### src/rtl/jkff_pkg.sv
// jkff_pkg: shared definitions for the JK flip-flop driver.
//
// Contents:
//   JK_HOLD / JK_RESET / JK_SET / JK_TOGGLE : jk[1:0] excitation codes, with jk[1]=J and jk[0]=K
//   state_t   : driver FSM states (IDLE, APPLY, CHECK)
//   jk_excite : the excitation that moves the current q to a wanted value
//
// Build option:
//   JK_TOGGLE_EN : when defined, a change of q is requested with the toggle
//                  code (11). Otherwise the set/reset codes are used and 11 is
//                  never produced.
package jkff_pkg;

    localparam logic [1:0] JK_HOLD   = 2'b00;
    localparam logic [1:0] JK_RESET  = 2'b01;
    localparam logic [1:0] JK_SET    = 2'b10;
    localparam logic [1:0] JK_TOGGLE = 2'b11;

    typedef enum logic [1:0] {
        IDLE  = 2'd0,
        APPLY = 2'd1,
        CHECK = 2'd2
    } state_t;

    // Excitation that takes a JK flip-flop from q to exp_bit on its next edge.
    function automatic logic [1:0] jk_excite(input logic q, input logic exp_bit);
        if (q == exp_bit) begin
            return JK_HOLD;
        end
`ifdef JK_TOGGLE_EN
        return JK_TOGGLE;
`else
        return exp_bit ? JK_SET : JK_RESET;
`endif
    endfunction

endpackage

### src/rtl/jk_tgt_fifo.sv
// jk_tgt_fifo: DEPTH x 1-bit synchronous FIFO holding the target bits.
//
// Ports:
//   clk    in   system clock, rising edge
//   rst    in   asynchronous, active-high reset (empties the FIFO)
//   push   in   write din this cycle
//   pop    in   consume the head this cycle
//   din    in   bit to write
//   dout   out  head of the FIFO; equals din while the FIFO is empty
//   full   out  DEPTH entries held
//   empty  out  no entries held
//
// Push and pop in the same cycle are accepted at any occupancy: when full,
// the pop frees the slot the push needs; when empty, the pushed bit passes
// straight through to dout and is consumed in the same cycle.
module jk_tgt_fifo #(
    parameter int unsigned DEPTH = 8
) (
    input  logic clk,
    input  logic rst,
    input  logic push,
    input  logic pop,
    input  logic din,
    output logic dout,
    output logic full,
    output logic empty
);

    localparam int unsigned AW = (DEPTH > 1) ? $clog2(DEPTH) : 1;
    localparam logic [AW-1:0] PTR_ONE  = AW'(1);
    localparam logic [AW:0]   CNT_ONE  = (AW + 1)'(1);
    localparam logic [AW:0]   CNT_FULL = (AW + 1)'(DEPTH);

    logic [DEPTH-1:0] mem;
    logic [AW-1:0]    wr_ptr;
    logic [AW-1:0]    rd_ptr;
    logic [AW:0]      count;
    logic             do_push;
    logic             do_pop;

    assign empty = (count == '0);
    assign full  = (count == CNT_FULL);

    // A pop on an empty FIFO is only honoured alongside a push (pass-through).
    assign do_pop  = pop & (~empty | push);
    assign do_push = push & (~full | do_pop);

    assign dout = empty ? din : mem[rd_ptr];

    // Storage carries no reset; only the pointers and count define contents.
    always_ff @(posedge clk) begin
        if (do_push) begin
            mem[wr_ptr] <= din;
        end
    end

    always_ff @(posedge clk or posedge rst) begin
        if (rst) begin
            wr_ptr <= '0;
            rd_ptr <= '0;
            count  <= '0;
        end else begin
            if (do_push) begin
                wr_ptr <= wr_ptr + PTR_ONE;
            end
            if (do_pop) begin
                rd_ptr <= rd_ptr + PTR_ONE;
            end
            case ({do_push, do_pop})
                2'b10:   count <= count + CNT_ONE;
                2'b01:   count <= count - CNT_ONE;
                default: count <= count;
            endcase
        end
    end

endmodule

### src/rtl/jkff_driver.sv
// jkff_driver: drives the jk input of an external JK flip-flop so that its q
// output follows a buffered stream of target bits, and checks the result.
//
// Ports:
//   clk        in   system clock, rising edge
//   rst        in   asynchronous, active-high reset
//   tgt_valid  in   target bit offered
//   tgt_bit    in   desired next q value
//   tgt_ready  out  FIFO can accept (not full)
//   jk[1:0]    out  registered excitation, jk[1]=J, jk[0]=K
//   q          in   flip-flop true output
//   qb         in   flip-flop complement output
//   busy       out  FSM not idle, or target bits still queued
//   done       out  one-cycle pulse after the last queued bit is checked
//   err        out  sticky mismatch flag
//   err_cnt    out  saturating mismatch count (ERR_W bits)
//
// Each target bit takes two cycles: APPLY drives the excitation for one
// cycle (the flip-flop captures at its end), CHECK compares q with the target
// and also flags q==qb as a broken complement pair.
//
// Build option:
//   JK_TOGGLE_EN : request changes of q with the toggle code (see jkff_pkg).
module jkff_driver
    import jkff_pkg::*;
#(
    parameter int unsigned DEPTH = 8,
    parameter int unsigned ERR_W = 8
) (
    input  logic             clk,
    input  logic             rst,
    input  logic             tgt_valid,
    input  logic             tgt_bit,
    output logic             tgt_ready,
    output logic [1:0]       jk,
    input  logic             q,
    input  logic             qb,
    output logic             busy,
    output logic             done,
    output logic             err,
    output logic [ERR_W-1:0] err_cnt
);

    localparam logic [ERR_W-1:0] ERR_ONE = ERR_W'(1);

    state_t     state;
    state_t     state_next;
    logic       exp_bit;
    logic       exp_next;
    logic [1:0] jk_next;
    logic       done_next;
    logic       mismatch;

    logic fifo_push;
    logic fifo_pop;
    logic fifo_dout;
    logic fifo_full;
    logic fifo_empty;

    jk_tgt_fifo #(
        .DEPTH (DEPTH)
    ) u_fifo (
        .clk   (clk),
        .rst   (rst),
        .push  (fifo_push),
        .pop   (fifo_pop),
        .din   (tgt_bit),
        .dout  (fifo_dout),
        .full  (fifo_full),
        .empty (fifo_empty)
    );

    assign tgt_ready = ~fifo_full;
    assign fifo_push = tgt_valid & tgt_ready;
    assign busy      = (state != IDLE) | ~fifo_empty;
    assign mismatch  = (q != exp_bit) | (q == qb);

    // jk is registered: the excitation for a bit is loaded on the edge that
    // enters APPLY, so it is stable for the whole APPLY cycle.
    always_comb begin
        state_next = state;
        exp_next   = exp_bit;
        jk_next    = JK_HOLD;
        done_next  = 1'b0;
        fifo_pop   = 1'b0;
        unique case (state)
            IDLE: begin
                if (!fifo_empty) begin
                    fifo_pop   = 1'b1;
                    state_next = APPLY;
                end
            end
            APPLY: begin
                state_next = CHECK;
            end
            CHECK: begin
                // A push landing in this same cycle keeps the stream going;
                // the FIFO hands that bit straight through if it was empty.
                if (!fifo_empty || fifo_push) begin
                    fifo_pop   = 1'b1;
                    state_next = APPLY;
                end else begin
                    state_next = IDLE;
                    done_next  = 1'b1;
                end
            end
            default: begin
                state_next = IDLE;
            end
        endcase
        if (fifo_pop) begin
            exp_next = fifo_dout;
            jk_next  = jk_excite(q, fifo_dout);
        end
    end

    always_ff @(posedge clk or posedge rst) begin
        if (rst) begin
            state   <= IDLE;
            exp_bit <= 1'b0;
            jk      <= JK_HOLD;
            done    <= 1'b0;
        end else begin
            state   <= state_next;
            exp_bit <= exp_next;
            jk      <= jk_next;
            done    <= done_next;
        end
    end

    always_ff @(posedge clk or posedge rst) begin
        if (rst) begin
            err     <= 1'b0;
            err_cnt <= '0;
        end else if (state == CHECK && mismatch) begin
            err <= 1'b1;
            if (err_cnt != '1) begin
                err_cnt <= err_cnt + ERR_ONE;
            end
        end
    end

endmodule

### config.mk
export PLATFORM = sky130hd
export DESIGN_NAME = jkff_driver
export DESIGN_NICKNAME = d
export VERILOG_FILES = /design/src/rtl/jkff_pkg.sv /design/src/rtl/jk_tgt_fifo.sv /design/src/rtl/jkff_driver.sv
export SDC_FILE = /design/constraint.sdc
export NUM_CORES = 1
export LEC_CHECK = 0
export CORE_ASPECT_RATIO = 1.1
export CORE_MARGIN = 2
export CORE_UTILIZATION = 58
export CTS_CLUSTER_DIAMETER = 200
export DETAILED_ROUTE_END_ITERATION = 8
export HOLD_SLACK_MARGIN = 0.05
export PLACE_DENSITY = 0.83
export RECOVER_POWER = 25
export SLEW_MARGIN = 0
export SYNTH_ARGS = -nofsm -noshare
export SYNTH_HDL_FRONTEND = slang
export SYNTH_SLANG_ARGS = --single-unit
### constraint.sdc
create_clock -name clk -period 3.45 [get_ports clk]
set_input_delay 1.035 -clock clk [delete_from_list [all_inputs] [get_ports clk]]
set_output_delay 1.035 -clock clk [all_outputs]
set_load 0.005 [all_outputs]
* After elaboration in Yosys (flattened, before gate mapping)
Cells that the tools add are included.
** Word-level totals
- Memories :: 0
- Memory bits (read-only) :: 0
- Latch bits :: 0
- Flip-flop bits (word level) :: 33
- Memory bits (writable) :: 0
- Input bits :: 6
** Cells by class
- Reduce and logical (&&, ||, !) cells :: 9
- $add $sub $neg :: 5
- Shifts and indexed selects :: 0
- Div/mod/pow operators :: 0
- Multipliers :: 0
- Equal/unequal tests :: 10
- $lt $le $gt $ge :: 3
- Bitwise operators :: 9
- Mux-type cells :: 21
** Operator list (number)
- $mux W1 :: 10
- $mux W2 :: 5
- $add A8 B1 Y8 const B :: 1
- $bwmux W8 :: 1
- $lt A3 B4 Y1 const B :: 2
- $ne A8 B8 Y1 const B :: 1
- $pmux W4 S2 :: 1
- $add A3 B1 Y3 const B :: 2
- $pmux W2 S3 :: 1
- $add A4 B1 Y4 const B :: 1
- $eq A2 B1 Y1 const B :: 2
- $eq A2 B2 Y1 const B :: 2
- $eq A4 B4 Y1 const B :: 1
- $logic_not A4 Y1 :: 1
- $or A1 B1 Y1 :: 4
- $reduce_bool A2 Y1 :: 2
- $sub A4 B1 Y4 const B :: 1
- $and A1 B1 Y1 :: 3
- $bmux W1 S3 :: 1
- $demux W1 S3 :: 1
- $ge A3 B1 Y1 const B :: 1
- $eq A1 B1 Y1 :: 2
- $logic_and A1 B1 Y1 :: 2
- $logic_not A2 Y1 :: 1
- 7 further kinds :: 8

* Logic depth before layout (Yosys ltp)
Gate-level depths: netlist of the first run.
- Depth after elaboration :: 11
- Mapped depth :: 9

* Cells and area by module
Synthesis of the first run repeated with hierarchy kept, for this count alone.
** Unflattened totals
- Cells, all modules :: 139
- Area, all modules :: 1710.4 sq um
** Modules (own cells, without submodules)
- jk_tgt_fifo :: instances 1, area an instance 974.7 sq um, cells an instance 78
- jkff_driver :: instances 1, area an instance 735.7 sq um, cells an instance 61

* Worst setup path after synthesis of the first run
OpenSTA, ideal clock, no wires.
- Path kind :: input port to flip-flop
- Start point :: input port tgt_valid
- End point :: register u_fifo.count[2]
- Setup slack :: 1037 ps
- Buffers on the path :: 0
- Data required time :: 3321 ps
- Arrival time :: 2284 ps
- Cell stages on the path :: 9
- Cells stage by stage :: nand2_1 > a21oi_1 > ha_1 > xor2_1 > ha_1 > a21oi_1 > xor2_1 > nor2_1 > xor2_1
** On the way
- Cells in the longest elaborated chain, start to end :: 9
** RTL lines
- start: declaration :: RTL line jkff_driver.sv:32 : input logic tgt_valid,
- $and A1 B1 Y1 * :: RTL line jkff_driver.sv:74 : assign fifo_push = tgt_valid & tgt_ready;
- $logic_or A1 B1 Y1 :: RTL line jkff_driver.sv:99 : if (!fifo_empty || fifo_push) begin
- $mux W1 :: RTL line jkff_driver.sv:99
- $pmux W1 S2 :: RTL line jkff_driver.sv:86 : unique case (state)
- $and A1 B1 Y1 * :: RTL line jk_tgt_fifo.sv:45 : assign do_pop = pop & (~empty | push);
- named net u_fifo.do_pop :: RTL line jk_tgt_fifo.sv:39 : logic do_pop;
- $or A1 B1 Y1 :: RTL line jk_tgt_fifo.sv:46 : assign do_push = push & (~full | do_pop);
- $and A1 B1 Y1 :: RTL line jk_tgt_fifo.sv:46
- $eq A2 B1 Y1 or $eq A2 B2 Y1 (tied branches) :: RTL line jk_tgt_fifo.sv:69 : case ({do_push, do_pop})
- $pmux W4 S2 or $reduce_bool A2 Y1 (tied branches)
- end signal: assignment :: RTL line jk_tgt_fifo.sv:70 : 2'b10: count <= count + CNT_ONE;
- end signal: assignment :: RTL line jk_tgt_fifo.sv:71 : 2'b01: count <= count - CNT_ONE;
- end signal: assignment :: RTL line jk_tgt_fifo.sv:72 : default: count <= count;
- end: declaration :: RTL line jk_tgt_fifo.sv:37 : logic [AW:0] count;
The timed path passes the listed nets; every way through them passes the cells marked *.
A chain may end at the register's enable or synchronous reset.

* Worst setup path in the final report of the first run
- Start point :: register u_fifo.count[2]
- End point :: output port busy
** On the way
- Cells in the longest elaborated chain, start to end :: 3
** RTL lines
- $logic_not A4 Y1 :: RTL line jk_tgt_fifo.sv:41 : assign empty = (count == '0);
- $not A1 Y1 :: RTL line jkff_driver.sv:75 : assign busy = (state != IDLE) | ~fifo_empty;
- $or A1 B1 Y1 :: RTL line jkff_driver.sv:75
- end: declaration :: RTL line jkff_driver.sv:38 : output logic busy,
No other way between the ends.

==> flow_summary.rst, run 1 <==
.. list-table::
   :header-rows: 1

   * - Metric
     - Value
   * - R2R setup slack
     - 1000 ps
   * - Slew @ Worst Pin
     - 921 ps
   * - Initial antenna violation count
     - 0
   * - Clock latency at the later pin of the worst-skew pair
     - 330 ps
   * - Root cell of the clock tree
     - sky130_fd_sc_hd__clkbuf_4
   * - Count of final hold-check violations
     - 0
   * - Design Area, Final
     - 1860 um2
   * - Critical Setup Path Class
     - reg2out
   * - Remaining Overflow, GRT
     - 0
   * - Vias in the first global route
     - 1049
   * - WP depth
     - 3
   * - Initial DRC Count
     - 19
   * - Critical-path cell list
     - nor4_4, nand3_1, clkdlybuf4s50_1
   * - Min cycle time layout
     - 2910 ps
   * - Clock tree from TritonCTS
     - yes
   * - Post-synthesis to final-layout area growth
     - 17.6%
   * - Area taken by multi-input logic gates
     - 689 um2
   * - Highest fanout seen on the critical path
     - 6
   * - IO buf count
     - 19
   * - Count of clock tree sinks
     - 33
   * - Launch instance of the worst register-to-register path
     - u_fifo.count[2]$_DFFE_PP0P_
   * - Clock input transition at the sequential cells of the worst setup and hold paths
     - 100 ps
   * - Synth Instances
     - 132
   * - Number of max-cap violations
     - 0
   * - Maximum buffer depth of the clock tree
     - 2
   * - Register area share after synthesis
     - 54.7%
   * - Longest individual stage delay on the worst path
     - 480 ps
   * - Layout Utilization
     - 73.1%
   * - Worst Clk Skew
     - 9.73 ps
   * - Maximum vdd drop
     - 0.636 mV
   * - Mapped cell area
     - 1580 um2
   * - NumNets Final
     - 169
   * - Total power consumption of the routed design
     - 1570 uW
   * - Post-synth top flop
     - sky130_fd_sc_hd__dfrtp_1
   * - Inserted Diodes
     - 0
   * - Setup Fix Bufs, Post-CTS
     - 0
   * - Pre-Repair DR Iteration Count
     - 4
   * - Number of distinct library cell variants in the gate-level netlist after synthesis
     - 40
   * - Count of yosys warnings during synthesis
     - 0
   * - Leakage Power
     - 0.000771 uW
   * - Buf+Inv Stages, Crit Path
     - 1
   * - Final routed wire length divided by cell count
     - 14.1 um
   * - Synthesized net count
     - 144
   * - Commonest non-fill, non-tap cell in the layout
     - sky130_fd_sc_hd__dfrtp_1
   * - Starting density of the core
     - 62.2%
   * - Endpoint of the worst register-to-register path
     - u_fifo.count[2]$_DFFE_PP0P_
   * - CP Launch Type
     - register
   * - Cts hold-fix bufs
     - 0
   * - Arrival time at the worst endpoint
     - 1880 ps
   * - Final-report setup violation count
     - 0
   * - Worst slew margin relative to its limit
     - 38.5%
   * - Destination of the critical timing path
     - busy
   * - Post-placement cell area
     - 1810 um2
   * - Vias/cell
     - 5.60
   * - Crit. Startpoint
     - u_fifo.count[2]$_DFFE_PP0P_
   * - Max Transition Viols Final
     - 0
   * - Total Routing Usage GR
     - 20.4%
   * - Setup TNS after final layout
     - 0 ps
   * - Pin count of the biggest net entering global routing
     - 26
   * - Register Area
     - 866 um2
   * - Total number of vias
     - 1058
   * - Last weighted congestion value of the routability-driven placer
     - 0.720
   * - Most frequent cells in the layout
     - sky130_fd_sc_hd__dfrtp_1 (25), sky130_fd_sc_hd__clkdlybuf4s50_1 (16), sky130_fd_sc_hd__nor2_1 (11)
   * - Number of fill cells in the layout
     - 192
   * - Ratio of cells with drive above 1 in the final layout
     - 12.0%
   * - Share of the clock period used by the worst path after layout
     - 84.4%
   * - Post-detail-place hpwl
     - 2.01 mm
   * - Count of pins on the block boundary
     - 20
   * - CTS buffer count
     - 5
   * - Worst-case reg-to-reg path depth
     - 9
   * - Maximum level of the CTS H-tree
     - 2
   * - CP max-delay cell
     - sky130_fd_sc_hd__dfrtp_1
   * - Setup repair after global routing missed its margin
     - false
   * - Pwr per Cell Area
     - 843 nW/um2
   * - Achievable Freq
     - 343 MHz
   * - Number of routed nets with antenna violations
     - 0
   * - DIE AREA
     - 3160 um2
   * - Core region area
     - 2540 um2
   * - First-pass GRT wire length
     - 4.54 mm
   * - Final Worst Setup Slack
     - 537 ps
   * - Final wirelength
     - 2.67 mm
   * - Synthesized flop and latch total
     - 33
   * - Worst slack at placement
     - 317 ps
   * - Outcome
     - finished clean
   * - Gates resized, CTS repair
     - 0
   * - Number of remaining DRC errors
     - 0
   * - Post-synthesis async set-or-reset flop share
     - 75.8%
   * - Critical Path Sink Type
     - output port
   * - Top cell family by delay on the critical path
     - simple AND/OR/NAND/NOR gates
   * - Chip height
     - 58.8 um
   * - Required time of the worst setup path
     - 2410 ps
   * - Post-synthesis average cell area
     - 12.0 um2
   * - Number of flops mapped to enable cells by yosys
     - 8
   * - Die extent in x
     - 53.8 um
   * - Path class of the lowest-slack min-delay path
     - reg2reg
   * - Total number of placement rows
     - 19
==> registers in the layout, indices dropped and copies added (netlist names) <==
register and flops:
state 2, u_fifo.count 4, exp_bit 1, u_fifo.mem 8, jk 2, u_fifo.rd_ptr 3, done 1, err 1
u_fifo.wr_ptr 3, err_cnt 8
==> cells in the mapped netlist, types with 2 or more instances <==
| cell | number | area share (%) |
|---|---|---|
| sky130_fd_sc_hd__a21oi_1 | 4 | 1.3 |
| sky130_fd_sc_hd__a31oi_1 | 2 | 0.79 |
| sky130_fd_sc_hd__dfrtp_1 | 25 | 40 |
| sky130_fd_sc_hd__edfxtp_1 | 8 | 15 |
| sky130_fd_sc_hd__ha_1 | 6 | 4.7 |
| sky130_fd_sc_hd__inv_1 | 4 | 0.95 |
| sky130_fd_sc_hd__mux2_2 | 4 | 2.8 |
| sky130_fd_sc_hd__mux2i_1 | 4 | 2.5 |
| sky130_fd_sc_hd__nand2_1 | 9 | 2.1 |
| sky130_fd_sc_hd__nand2b_1 | 3 | 1.2 |
| sky130_fd_sc_hd__nand3_1 | 6 | 1.9 |
| sky130_fd_sc_hd__nor2_1 | 11 | 2.6 |
| sky130_fd_sc_hd__nor2b_1 | 4 | 1.6 |
| sky130_fd_sc_hd__nor3_1 | 4 | 1.3 |
| sky130_fd_sc_hd__nor4_1 | 2 | 0.79 |
| sky130_fd_sc_hd__xnor2_1 | 3 | 1.7 |
| sky130_fd_sc_hd__xor2_1 | 10 | 5.5 |
==> report_power, final <==
group / internal (uW) / switching [uW]
logic: 342 / 284
clock network: 95.8 / 126
registers: 542 / 178
total: 979 / 587
==> worst min-delay path by stage <==
stage                                     from                    to  slack (ps)  depth (start not counted)
after floorplan           state[1]$_DFFE_PP0P_  state[1]$_DFFE_PP0P_         450                          1
after global placement         err$_DFFE_PP0P_       err$_DFFE_PP0P_         450                          1
after detailed placement       err$_DFFE_PP0P_       err$_DFFE_PP0P_         450                          1
after CTS                      err$_DFFE_PP0P_       err$_DFFE_PP0P_         480                          1
after global routing           err$_DFFE_PP0P_       err$_DFFE_PP0P_         490                          1
final                          err$_DFFE_PP0P_       err$_DFFE_PP0P_         480                          1
==> per-layer routing <==
| metal | global-route usage (%) | share of wire, % |
|---|---|---|
| met1 | 24.4 | 43 |
| met3 | 7.11 | 4.8 |
| met4 | 8.42 | 1.6 |
| met2 | 33.1 | 51 |
| met5 | 0 | 0 |
==> final cells by class <==
| type | count | area share, % |
|---|---|---|
| clock buffers | 6 | 2.76 |
| clock inverters | 2 | 0.471 |
| inverters | 4 | 0.808 |
| multi-input cells | 94 | 37.1 |
| flip-flops and latches | 33 | 46.6 |
| well taps | 31 | 2.09 |
| repair buffers | 19 | 10.2 |
==> stage by stage <==
step,hold WS (ps),cells
2_1_floorplan,454,132
3_3_place_gp,447,181
3_5_place_dp,454,181
4_1_cts,477,189
5_1_grt,486,189
6_report,476,189
==> cell families after synthesis <==
logic type	count (synthesis)	share of synthesized area (%)
AND/OR/NAND/NOR	55	20.7
flip-flops	33	54.7
XOR/XNOR	13	7.20
AO/OA/AOI/OAI	11	5.30
multiplexers	9	6.09
adder cells (fa/ha/maj)	6	4.75
buffers and inverters	5	1.27
Note: power is estimated with default switching activity, not from simulation.
==> run 2, diff against run 1 <==
--- a/config.mk
+++ b/config.mk
@@ -7,11 +7,11 @@
 export LEC_CHECK = 0
 export CORE_ASPECT_RATIO = 1.1
 export CORE_MARGIN = 2
-export CORE_UTILIZATION = 58
+export CORE_UTILIZATION = 54
 export CTS_CLUSTER_DIAMETER = 200
 export DETAILED_ROUTE_END_ITERATION = 8
 export HOLD_SLACK_MARGIN = 0.05
-export PLACE_DENSITY = 0.83
+export PLACE_DENSITY = 0.78
 export RECOVER_POWER = 25
 export SLEW_MARGIN = 0
 export SYNTH_ARGS = -nofsm -noshare
==> constraint.sdc (replaced) <==
create_clock -name clk -period 2.79 [get_ports clk]
set_input_delay 0.837 -clock clk [delete_from_list [all_inputs] [get_ports clk]]
set_output_delay 0.837 -clock clk [all_outputs]
set_load 0.005 [all_outputs]
==> flow_summary.rst, run 2 (synthesis gave the netlist of run 1 again) <==
.. list-table::
   :header-rows: 1

   * - Metric
     - Value
   * - CP Launch Type
     - register
   * - Number of routed nets with antenna violations
     - 0 (unchanged)
   * - First-pass GRT wire length
     - 4.75 mm (+4.6%)
   * - Maximum buffer depth of the clock tree
     - 2 (unchanged)
   * - Chip height
     - 60.8 um (+3.4%)
   * - Commonest non-fill, non-tap cell in the layout
     - sky130_fd_sc_hd__dfrtp_1
   * - Required time of the worst setup path
     - 1950 ps (-460 ps)
   * - Vias/cell
     - 5.48 (-2.1%)
   * - Total Routing Usage GR
     - 19.0% (-1.4 points)
   * - Worst hold margin
     - 466 ps (-10.2 ps)
   * - Register Area
     - 868 um2 (+0.29%)
   * - Outcome
     - finished clean
   * - Final wirelength
     - 2.77 mm (+3.9%)
   * - Vias in the first global route
     - 1072 (+2.2%)
   * - Ratio of cells with drive above 1 in the final layout
     - 16.5% (+4.4 points)
   * - Critical Path Sink Type
     - output port
   * - Number of max-cap violations
     - 0 (unchanged)
   * - Cts hold-fix bufs
     - 0 (unchanged)
   * - Highest fanout seen on the critical path
     - 6 (unchanged)
   * - Root cell of the clock tree
     - sky130_fd_sc_hd__clkbuf_4
   * - Buf+Inv Stages, Crit Path
     - 1 (unchanged)
   * - Pin count of the biggest net entering global routing
     - 26 (unchanged)
   * - Final-report setup violation count
     - 0 (unchanged)
   * - Longest individual stage delay on the worst path
     - 590 ps (+110 ps)
   * - Core region area
     - 2780 um2 (+9.2%)
   * - Clock latency at the later pin of the worst-skew pair
     - 350 ps (+20 ps)
   * - Area taken by multi-input logic gates
     - 696 um2 (+0.91%)
   * - Initial antenna violation count
     - 0 (unchanged)
   * - CP max-delay cell
     - sky130_fd_sc_hd__or4b_4
   * - Post-synthesis to final-layout area growth
     - 21.8%
   * - Pre-Repair DR Iteration Count
     - 4 (unchanged)
   * - Number of remaining DRC errors
     - 0 (unchanged)
   * - Last weighted congestion value of the routability-driven placer
     - 0.723 (+0.47%)
   * - Worst slew margin relative to its limit
     - 10.7% (-28 points)
   * - Maximum level of the CTS H-tree
     - 2 (unchanged)
   * - Total number of placement rows
     - 20 (+1)
   * - Achievable Freq
     - 366 MHz
   * - Number of fill cells in the layout
     - 219 (+14%)
   * - Initial DRC Count
     - 40 (+21)
   * - Die extent in x
     - 55.6 um (+3.4%)
   * - Critical-path cell list
     - or4b_4, clkdlybuf4s50_1
   * - Count of clock tree sinks
     - 33 (unchanged)
   * - Layout Utilization
     - 69.4% (-3.7 points)
   * - Top cell family by delay on the critical path
     - simple AND/OR/NAND/NOR gates
   * - Clock input transition at the sequential cells of the worst setup and hold paths
     - 110 ps (about the same)
   * - Starting density of the core
     - 56.9% (-5.2 points)
   * - Critical Setup Path Class
     - reg2out
   * - Regs by FF count
     - err_cnt x8, u_fifo.mem x8, u_fifo.count x4
   * - Count of pins on the block boundary
     - 20 (unchanged)
   * - NumNets Final
     - 175 (+3.6%)
   * - Clock tree from TritonCTS
     - yes
   * - Final routed wire length divided by cell count
     - 14.1 um (-0.36%)
   * - Post-detail-place hpwl
     - 2.01 mm (about the same)
   * - Setup repair after global routing missed its margin
     - false
   * - Maximum vdd drop
     - 0.805 mV (+27%)
   * - Slew @ Worst Pin
     - 1340 ps (+418 ps)
   * - Pwr per Cell Area
     - 1070 nW/um2 (+27%)
   * - Most frequent cells in the layout
     - sky130_fd_sc_hd__dfrtp_1 (23), sky130_fd_sc_hd__clkdlybuf4s50_1 (18), sky130_fd_sc_hd__nor2_1 (11)
   * - Min cycle time layout
     - 2730 ps
   * - Inserted Diodes
     - 0 (unchanged)
   * - IO buf count
     - 19 (unchanged)
   * - Remaining Overflow, GRT
     - 0 (unchanged)
   * - Count of final hold-check violations
     - 0 (unchanged)
   * - Max Transition Viols Final
     - 0 (unchanged)
   * - DIE AREA
     - 3380 um2 (+6.9%)
   * - Arrival time at the worst endpoint
     - 1890 ps (about the same)
   * - Total number of vias
     - 1080 (+2.1%)
   * - Share of the clock period used by the worst path after layout
     - 97.9%
   * - Path class of the lowest-slack min-delay path
     - reg2reg
   * - CTS buffer count
     - 5 (unchanged)
   * - Leakage Power
     - 0.000799 uW (+3.7%)
   * - Worst Clk Skew
     - 17.7 ps (+7.99 ps)
==> run 2: cell types whose count changed in the layout (fill, tap and decap cells not counted), moves of 2 or more <==
cell and delta:
sky130_fd_sc_hd__buf_4 +5, sky130_fd_sc_hd__clkbuf_1 +2, sky130_fd_sc_hd__clkdlybuf4s50_1 +2, sky130_fd_sc_hd__dfrtp_1 -2, sky130_fd_sc_hd__dfrtp_2 +2, sky130_fd_sc_hd__dlygate4sd3_1 -2
==> run 2: where the power goes <==
group / switching [uW] / leakage [uW] / internal (uW)
registers: 218 / 0.000374 / 673
clock network: 161 / 0.0000399 / 186
logic: 364 / 0.000386 / 454
==> run 2: final cells by class <==
type                       count  area share [%]
clock buffer                   6            2.14
clock inverter                 2            1.75
inverter                       4           0.779
multi-input combinational     94            36.1
sequential                    33            45.1
tap                           33            2.14
timing repair buffer          25            12.0
==> run 2: worst register-to-register path, delay by kind of cell, from the launching register on <==
kind,cells,cell delay (ps)
compound gates,2,220
simple gates,2,440
flops,1,470
xor+xnor,3,460
buf+inv,1,180
fa+ha+maj,2,410
==> run 2: through the flow <==
stage	TNS [ps]	setup WS (ps)	power (uW)	std cells	instance area (um2)
6_report	0	59.8	2060	197	1930
4_1_cts	0	33.0	2060	195	1910
5_1_grt	0	27.2	2210	197	1930
2_1_floorplan	0	575	1420	132	1580
3_5_place_dp	-30.5	-30.5	1710	187	1840
3_3_place_gp	0	39.6	1670	187	1840
==> run 2: path summary, 6_finish.rpt <==
path                                                     to                         from  cells after the start  slack [ps]
worst min register to register              err$_DFFE_PP0P_              err$_DFFE_PP0P_                      1         470
worst min-delay path                        err$_DFFE_PP0P_              err$_DFFE_PP0P_                      1         470
max in group asynchronous       u_fifo.count[1]$_DFFE_PP0P_                          rst                      3         540
worst max register to register  u_fifo.count[2]$_DFFE_PP0P_  u_fifo.count[2]$_DFFE_PP0P_                     10         500
min in group asynchronous                    done$_DFF_PP0_                          rst                      3        1360
worst max-delay path                              tgt_ready  u_fifo.count[2]$_DFFE_PP0P_                      2          60
==> run 2: what timing repair did <==
item / 4_1_cts / 5_1_grt
endpoints found under the hold margin: 0 / 0
setup buffers: 0 / 2
setup endpoints to repair: 0 / 2
resized for setup: 0 / 2
==> run 2: per-layer routing <==
layer	GRT usage [%]	part of all wire, %	vias to the layer above	wire, um
met5	0	0	-	0
met4	11.5	2.7	0	74
met3	4.69	3.0	7	83
met2	31.3	48	16	1340
met1	23.1	46	523	1270
li1	-	-	534	-
